File: src/rtl/tft43_fill_ctrl.sv
// Purpose : command sequencer for the TFT 4.3'' command module; runs LCD power-up (reset, register init)
//           and solid rectangle fills (column window, page window, GRAM start, one data write per pixel).
// Latency : a start is accepted on the edge it is sampled; busy rises the next cycle, done pulses once at the end.
// Backpressure: each command is held (lcd_en=1, trigger/data stable) until lcd_done; starts seen while busy are dropped.
// Ports   : clk/rst (sync, active-high); init_start/fill_start + x/y/color request; busy/done/err/initialized status;
//           lcd_en/lcd_trigger/lcd_data1/lcd_data2 command outputs; lcd_done completion pulse from the command module.
module tft43_fill_ctrl #(
  parameter int H_RES = 800,
  parameter int V_RES = 480
) (
  input  logic        clk,
  input  logic        rst,
  input  logic        init_start,
  input  logic        fill_start,
  input  logic [15:0] x_start,
  input  logic [15:0] x_end,
  input  logic [15:0] y_start,
  input  logic [15:0] y_end,
  input  logic [15:0] color,
  output logic        busy,
  output logic        done,
  output logic        err,
  output logic        initialized,
  output logic        lcd_en,
  output logic [3:0]  lcd_trigger,
  output logic [15:0] lcd_data1,
  output logic [15:0] lcd_data2,
  input  logic        lcd_done
);

  localparam logic [15:0] H_LIM = 16'(H_RES);
  localparam logic [15:0] V_LIM = 16'(V_RES);

  typedef enum logic [3:0] {
    S_IDLE, S_RST, S_INIT, S_CHECK, S_COL, S_PAGE, S_GRAM, S_PIX, S_GAP, S_FIN
  } state_t;

  state_t      state_q, state_d;
  state_t      nxt_q, nxt_d;       // command state to enter when GAP ends
  logic        busy_q, busy_d;
  logic        done_q, done_d;
  logic        err_q, err_d;
  logic        init_q, init_d;
  logic        en_q, en_d;
  logic [3:0]  trig_q, trig_d;
  logic [15:0] d1_q, d1_d;
  logic [15:0] d2_q, d2_d;
  logic [15:0] ys_q, ys_d;
  logic [15:0] ye_q, ye_d;
  logic [15:0] color_q, color_d;
  logic [15:0] xlen_q, xlen_d;     // x_end - x_start, last col_cnt value
  logic [15:0] ylen_q, ylen_d;     // y_end - y_start, last row_cnt value
  logic [15:0] col_cnt_q, col_cnt_d;
  logic [15:0] row_cnt_q, row_cnt_d;
  logic        bad_req;

  assign bad_req = !init_q || (x_end < x_start) || (y_end < y_start) ||
                   (x_end >= H_LIM) || (y_end >= V_LIM);

  always_comb begin
    state_d   = state_q;
    nxt_d     = nxt_q;
    busy_d    = busy_q;
    done_d    = done_q;
    err_d     = err_q;
    init_d    = init_q;
    en_d      = en_q;
    trig_d    = trig_q;
    d1_d      = d1_q;
    d2_d      = d2_q;
    ys_d      = ys_q;
    ye_d      = ye_q;
    color_d   = color_q;
    xlen_d    = xlen_q;
    ylen_d    = ylen_q;
    col_cnt_d = col_cnt_q;
    row_cnt_d = row_cnt_q;

    // Commands are loaded on the same edge that raises lcd_en, so trigger/data
    // are valid for the whole enable window.
    unique case (state_q)
      S_IDLE: begin
        if (init_start) begin
          state_d = S_RST;
          busy_d  = 1'b1;
          err_d   = 1'b0;
          en_d    = 1'b1;
          trig_d  = 4'd1;
          d1_d    = 16'h0000;
          d2_d    = 16'h0000;
        end else if (fill_start) begin
          state_d = S_CHECK;
          busy_d  = 1'b1;
          err_d   = 1'b0;
        end
      end
      S_RST: begin
        if (lcd_done) begin
          en_d    = 1'b0;
          nxt_d   = S_INIT;
          state_d = S_GAP;
        end
      end
      S_INIT: begin
        if (lcd_done) begin
          en_d    = 1'b0;
          init_d  = 1'b1;
          done_d  = 1'b1;
          state_d = S_FIN;
        end
      end
      S_CHECK: begin
        ys_d      = y_start;
        ye_d      = y_end;
        color_d   = color;
        xlen_d    = x_end - x_start;
        ylen_d    = y_end - y_start;
        col_cnt_d = 16'h0000;
        row_cnt_d = 16'h0000;
        if (bad_req) begin
          err_d   = 1'b1;
          done_d  = 1'b1;
          state_d = S_FIN;
        end else begin
          state_d = S_COL;
          en_d    = 1'b1;
          trig_d  = 4'd3;
          d1_d    = x_start;
          d2_d    = x_end;
        end
      end
      S_COL, S_PAGE, S_GRAM: begin
        if (lcd_done) begin
          en_d    = 1'b0;
          state_d = S_GAP;
          nxt_d   = (state_q == S_COL)  ? S_PAGE :
                    (state_q == S_PAGE) ? S_GRAM : S_PIX;
        end
      end
      S_PIX: begin
        if (lcd_done) begin
          en_d = 1'b0;
          if (col_cnt_q == xlen_q && row_cnt_q == ylen_q) begin
            done_d  = 1'b1;
            state_d = S_FIN;
          end else begin
            // Column counter wraps to the next row after the last column.
            if (col_cnt_q == xlen_q) begin
              col_cnt_d = 16'h0000;
              row_cnt_d = row_cnt_q + 16'd1;
            end else begin
              col_cnt_d = col_cnt_q + 16'd1;
            end
            nxt_d   = S_PIX;
            state_d = S_GAP;
          end
        end
      end
      S_GAP: begin
        // One idle cycle lets the command module's step counter return to 0.
        state_d = nxt_q;
        en_d    = 1'b1;
        unique case (nxt_q)
          S_INIT: begin trig_d = 4'd2; d1_d = 16'h0000; d2_d = 16'h0000; end
          S_PAGE: begin trig_d = 4'd4; d1_d = ys_q;     d2_d = ye_q;     end
          S_GRAM: begin trig_d = 4'd5; d1_d = 16'h0001; d2_d = 16'h0000; end
          default: begin trig_d = 4'd7; d1_d = color_q; d2_d = 16'h0000; end
        endcase
      end
      S_FIN: begin
        done_d  = 1'b0;
        busy_d  = 1'b0;
        state_d = S_IDLE;
      end
      default: state_d = S_IDLE;
    endcase
  end

  always_ff @(posedge clk) begin
    if (rst) begin
      state_q   <= S_IDLE;
      nxt_q     <= S_IDLE;
      busy_q    <= 1'b0;
      done_q    <= 1'b0;
      err_q     <= 1'b0;
      init_q    <= 1'b0;
      en_q      <= 1'b0;
      trig_q    <= 4'd0;
      d1_q      <= 16'h0000;
      d2_q      <= 16'h0000;
      ys_q      <= 16'h0000;
      ye_q      <= 16'h0000;
      color_q   <= 16'h0000;
      xlen_q    <= 16'h0000;
      ylen_q    <= 16'h0000;
      col_cnt_q <= 16'h0000;
      row_cnt_q <= 16'h0000;
    end else begin
      state_q   <= state_d;
      nxt_q     <= nxt_d;
      busy_q    <= busy_d;
      done_q    <= done_d;
      err_q     <= err_d;
      init_q    <= init_d;
      en_q      <= en_d;
      trig_q    <= trig_d;
      d1_q      <= d1_d;
      d2_q      <= d2_d;
      ys_q      <= ys_d;
      ye_q      <= ye_d;
      color_q   <= color_d;
      xlen_q    <= xlen_d;
      ylen_q    <= ylen_d;
      col_cnt_q <= col_cnt_d;
      row_cnt_q <= row_cnt_d;
    end
  end

  assign busy        = busy_q;
  assign done        = done_q;
  assign err         = err_q;
  assign initialized = init_q;
  assign lcd_en      = en_q;
  assign lcd_trigger = trig_q;
  assign lcd_data1   = d1_q;
  assign lcd_data2   = d2_q;

endmodule

File: config.mk
export PLATFORM = sky130hd
export DESIGN_NAME = tft43_fill_ctrl
export DESIGN_NICKNAME = d
export VERILOG_FILES = /design/src/rtl/tft43_fill_ctrl.sv
export SDC_FILE = /design/constraint.sdc
export NUM_CORES = 1
export LEC_CHECK = 0
export CORE_UTILIZATION = 30
export CTS_CLUSTER_SIZE = 10
export DETAILED_ROUTE_END_ITERATION = 7
export GPL_TIMING_DRIVEN = 0
export SYNTH_ARGS = -nofsm -noshare
export SYNTH_HDL_FRONTEND = slang
export SYNTH_SLANG_ARGS = --single-unit
export TNS_END_PERCENT = 20
File: constraint.sdc
create_clock -name clk -period 3.8 [get_ports clk]
set_clock_uncertainty 0.15 [all_clocks]
set_input_delay 1.14 -clock clk [delete_from_list [all_inputs] [get_ports clk]]
set_output_delay 1.14 -clock clk [all_outputs]
set_load 0.01 [all_outputs]
==> out/results.txt <==
pwr dens: 529 nW/um^2
htree depth: 4
period utilisation layout: 97.2%
worst flop-to-flop path startpoint: state_q[3]
top_reg_cell synth: dfxtp_1
hpwl dp: 22.0 mm
Async SR Flop Fraction: 0%
Crit path required time: 3.95 ns
worst-margin pin slew: 0.945 ns
setup slack, reg-to-reg: 0.73 ns
DR WL/cell: 17.7 um
Cell Rows: 60
initial DRC count: 523
die footprint: 28700 um^2
clk sink count: 159
CP max FO: 7
antenna violations before repair: 0
DR vias: 7816
net count after synthesis: 1141
critical path class: input pin to flop
Final setup viols: 0
crit path DAT: 3.84 ns
Internal: 3.61 mW
synth unique cells: 74
CTS tree: yes
worst min-delay path startpoint: color_q[11]
startpoint types: input pin
share of post-route cells with drive strength above 1: 8.39%
Die X: 169 um
Synth Register Bits: 159
EDFF count, synth: 0
post-synthesis sequential area ratio: 37.9%
number of fill cells: 2833
Final Core Density: 39.6%
status: complete, but fails checks
Fin Hold WS: 0.306 ns
Psw: 2.08 mW
Hold Violations, Final: 0
worst vdd ir: 0.284 mV
clock power share: 30.0%
fin. max-slew vios: 0
Gate Count Post-Synth: 1020
Worst Reg-to-Reg Cells: 8
Tot GR Track Use: 19.3%
largest net degree at the start of global routing: 19
Hold Path End: color_q[11]
num ports: 126
chip height: 169 um
ant diodes: 0
Sw Share: 36.6%
nets@finish: 1288
Syn Area/Cell: 8.23 um^2
post-route ant nets: 0
placed cell count: 1516
Clock Tree Buf Depth: 2
vias in the first global route: 7412
CTS buffer count: 17
final WL: 27.5 mm
gp weighted congestion: 0.945
P_leak: 3.84 nW
yosys warns: 0
clock slew seen by the registers of the worst setup and hold paths: 0.07 ns
number of remaining DRC errors: 2
non-filler cells, final: 1552
clk root buf: clkbuf_16
Mapped Area: 8400 um^2
Hold Crit Class: flop to flop
Setup crit end kind: flop
worst skew pair latency: 0.42 ns
hold depth: 2
first-pass GRT wire length: 42.3 mm
Starting Density: 30.9%
failing checks: design-rule violations
Combinational Power Share: 33.9%
reg2reg end: ys_q[13]
total congestion overflow: 0
Port-buffer cells: 124
sequential share of power: 36.1%
drt pass-1 iters: 8
Std-Cell Core Area: 27200 um^2
number of vias per cell: 5.04
max-cap violation count: 0
Layout area overhead: 28.2%
min Tclk post-route: 3.69 ns
Max-slew headroom: 36.4%
Max Freq: 271 MHz
-- worst max-delay path, stage by stage --
cell,delay [ns]
clkdlybuf4s50_1,0.54
inv_1,0.06
ha_1,0.21
fa_1,0.39
nor2b_2,0.20
o2111ai_2,0.15
nand3_2,0.13
and3b_1,0.23
o311ai_4,0.15
and2_1,0.21
buf_6,0.15
a22oi_1,0.18
nor2_1,0.07
-- logic make-up (layout without fill, tap and decap cells) --
kind of cell             Yosys count  in the layout  synth area share, %
adder cells (fa/ha/maj)           36             36                 5.54
multiplexers                       2              2                0.238
XOR/XNOR                          80             80                 8.34
other                              1              1               0.0446
AND/OR/NAND/NOR                  393            393                 21.6
buffers and inverters            105            265                 5.23
AO/OA/AOI/OAI                    244            244                 21.1
flip-flops                       159            159                 37.9
-- power by group through the flow --
stage               clock [mW]  sequential [mW]  combinational, mW
floorplan                    0             2.11               1.13
global placement             0             2.09               1.90
detailed placement           0             2.09               1.91
CTS                       1.72             2.06               1.93
global route              1.81             2.08               2.11
finish                    1.71             2.05               1.93
-- layout make-up --
| type | count | area, um^2 | area share [%] |
|---|---|---|---|
| timing repair buffer | 128 | 1270 | 11.8 |
| multi-input combinational | 756 | 4810 | 44.7 |
| tap | 372 | 465 | 4.32 |
| clock buffer | 17 | 425 | 3.95 |
| inverter | 50 | 188 | 1.74 |
| sequential | 159 | 3180 | 29.6 |
| clock inverter | 15 | 163 | 1.51 |
| buffer | 55 | 251 | 2.34 |
-- layer usage --
layer	routed length, um	track usage (%)
met4	645	6.38
met5	0	0
met2	13300	33.1
met1	12400	24.9
met3	1120	2.80
-- through the flow --
stage	power, mW	setup TNS, ns	setup WS [ns]	area (um^2)
4_1_cts	5.70	0	0.000255	10700
3_3_place_gp	3.99	-33.20	-0.895	10100
2_1_floorplan	3.25	0	0.255	8400
6_report	5.70	0	0.107	10800
3_5_place_dp	4.01	-34.34	-0.916	10100
5_1_grt	6.00	-0.00436	-0.00436	10800
-- worst max-delay path by stage --
| stage | start | to | slack, ns | cells after the start |
|---|---|---|---|---|
| 6_report | x_end[0] | lcd_data2[11] | 0.11 | 13 |
| 4_1_cts | x_start[2] | state_q[3] | 0.0003 | 10 |
| 3_5_place_dp | y_end[0] | lcd_data2[11] | -0.92 | 13 |
| 3_3_place_gp | y_end[0] | lcd_data2[12] | -0.89 | 13 |
| 2_1_floorplan | y_end[0] | lcd_data2[11] | 0.25 | 12 |
| 5_1_grt | x_end[0] | lcd_data2[12] | -0.004 | 13 |
-- repair_timing --
item,4_1_cts,5_1_grt
buffers inserted,2,2
setup endpoints to repair,41,34
hold buffers,0,0
pin swaps,2,2
resized for setup,6,13
-- registers in the layout, summed over array words and instances (netlist names) --
name         count
xlen_q          16
row_cnt_q       16
err              1
nxt_q            3
lcd_data1       16
done             1
ys_q            16
initialized      1
col_cnt_q       16
lcd_trigger      3
ye_q            16
ylen_q          16
lcd_en           1
busy             1
color_q         16
lcd_data2       16
state_q          4
-- cells in the mapped netlist, types with 3 or more instances --
cell	number	area (um^2)
nand2_1	166	623
dfxtp_1	159	3180
nor2_1	107	402
a21oi_1	97	485
xnor2_1	55	482
inv_1	50	188
clkbuf_1	43	161
ha_1	34	425
xor2_1	25	219
nand3_1	24	120
a211oi_2	22	275
o21ai_0	22	110
nand4_1	17	106
nor3_1	17	85.1
a222oi_1	15	150
a22oi_1	13	97.6
a211oi_1	12	90.1
a21o_1	12	90.1
nand2b_1	10	62.6
nor2b_1	9	56.3
o21a_1	8	60.1
and3_1	7	43.8
or3_1	7	43.8
a22oi_2	4	50.1
buf_6	4	45.0
nor4_1	4	25.0
a311oi_1	3	26.3
a31oi_1	3	18.8
and2_1	3	18.8
and4_1	3	26.3
buf_2	3	15.0
buf_4	3	22.5
nor4_2	3	37.5
o22ai_1	3	18.8
-- cell usage in the layout (no fill, tap or decap), types with 7 or more instances in the layout --
master           instances
a22oi_1                 13
nor3_1                  17
nand3_1                 23
nor2_1                 107
clkbuf_16               17
o21a_1                   8
nor2b_1                  7
a21o_1                  12
clkdlybuf4s50_1        117
xnor2_1                 55
a21oi_1                 97
a211oi_2                22
nand2_1                166
nand4_1                 17
a211oi_1                12
and3_1                   7
xor2_1                  25
ha_1                    31
a222oi_1                15
clkbuf_1                43
buf_4                    7
nand2b_1                10
or3_1                    7
o21ai_0                 22
dfxtp_1                159
inv_1                   50
No activity file was read; power rests on OpenSTA's default activity.
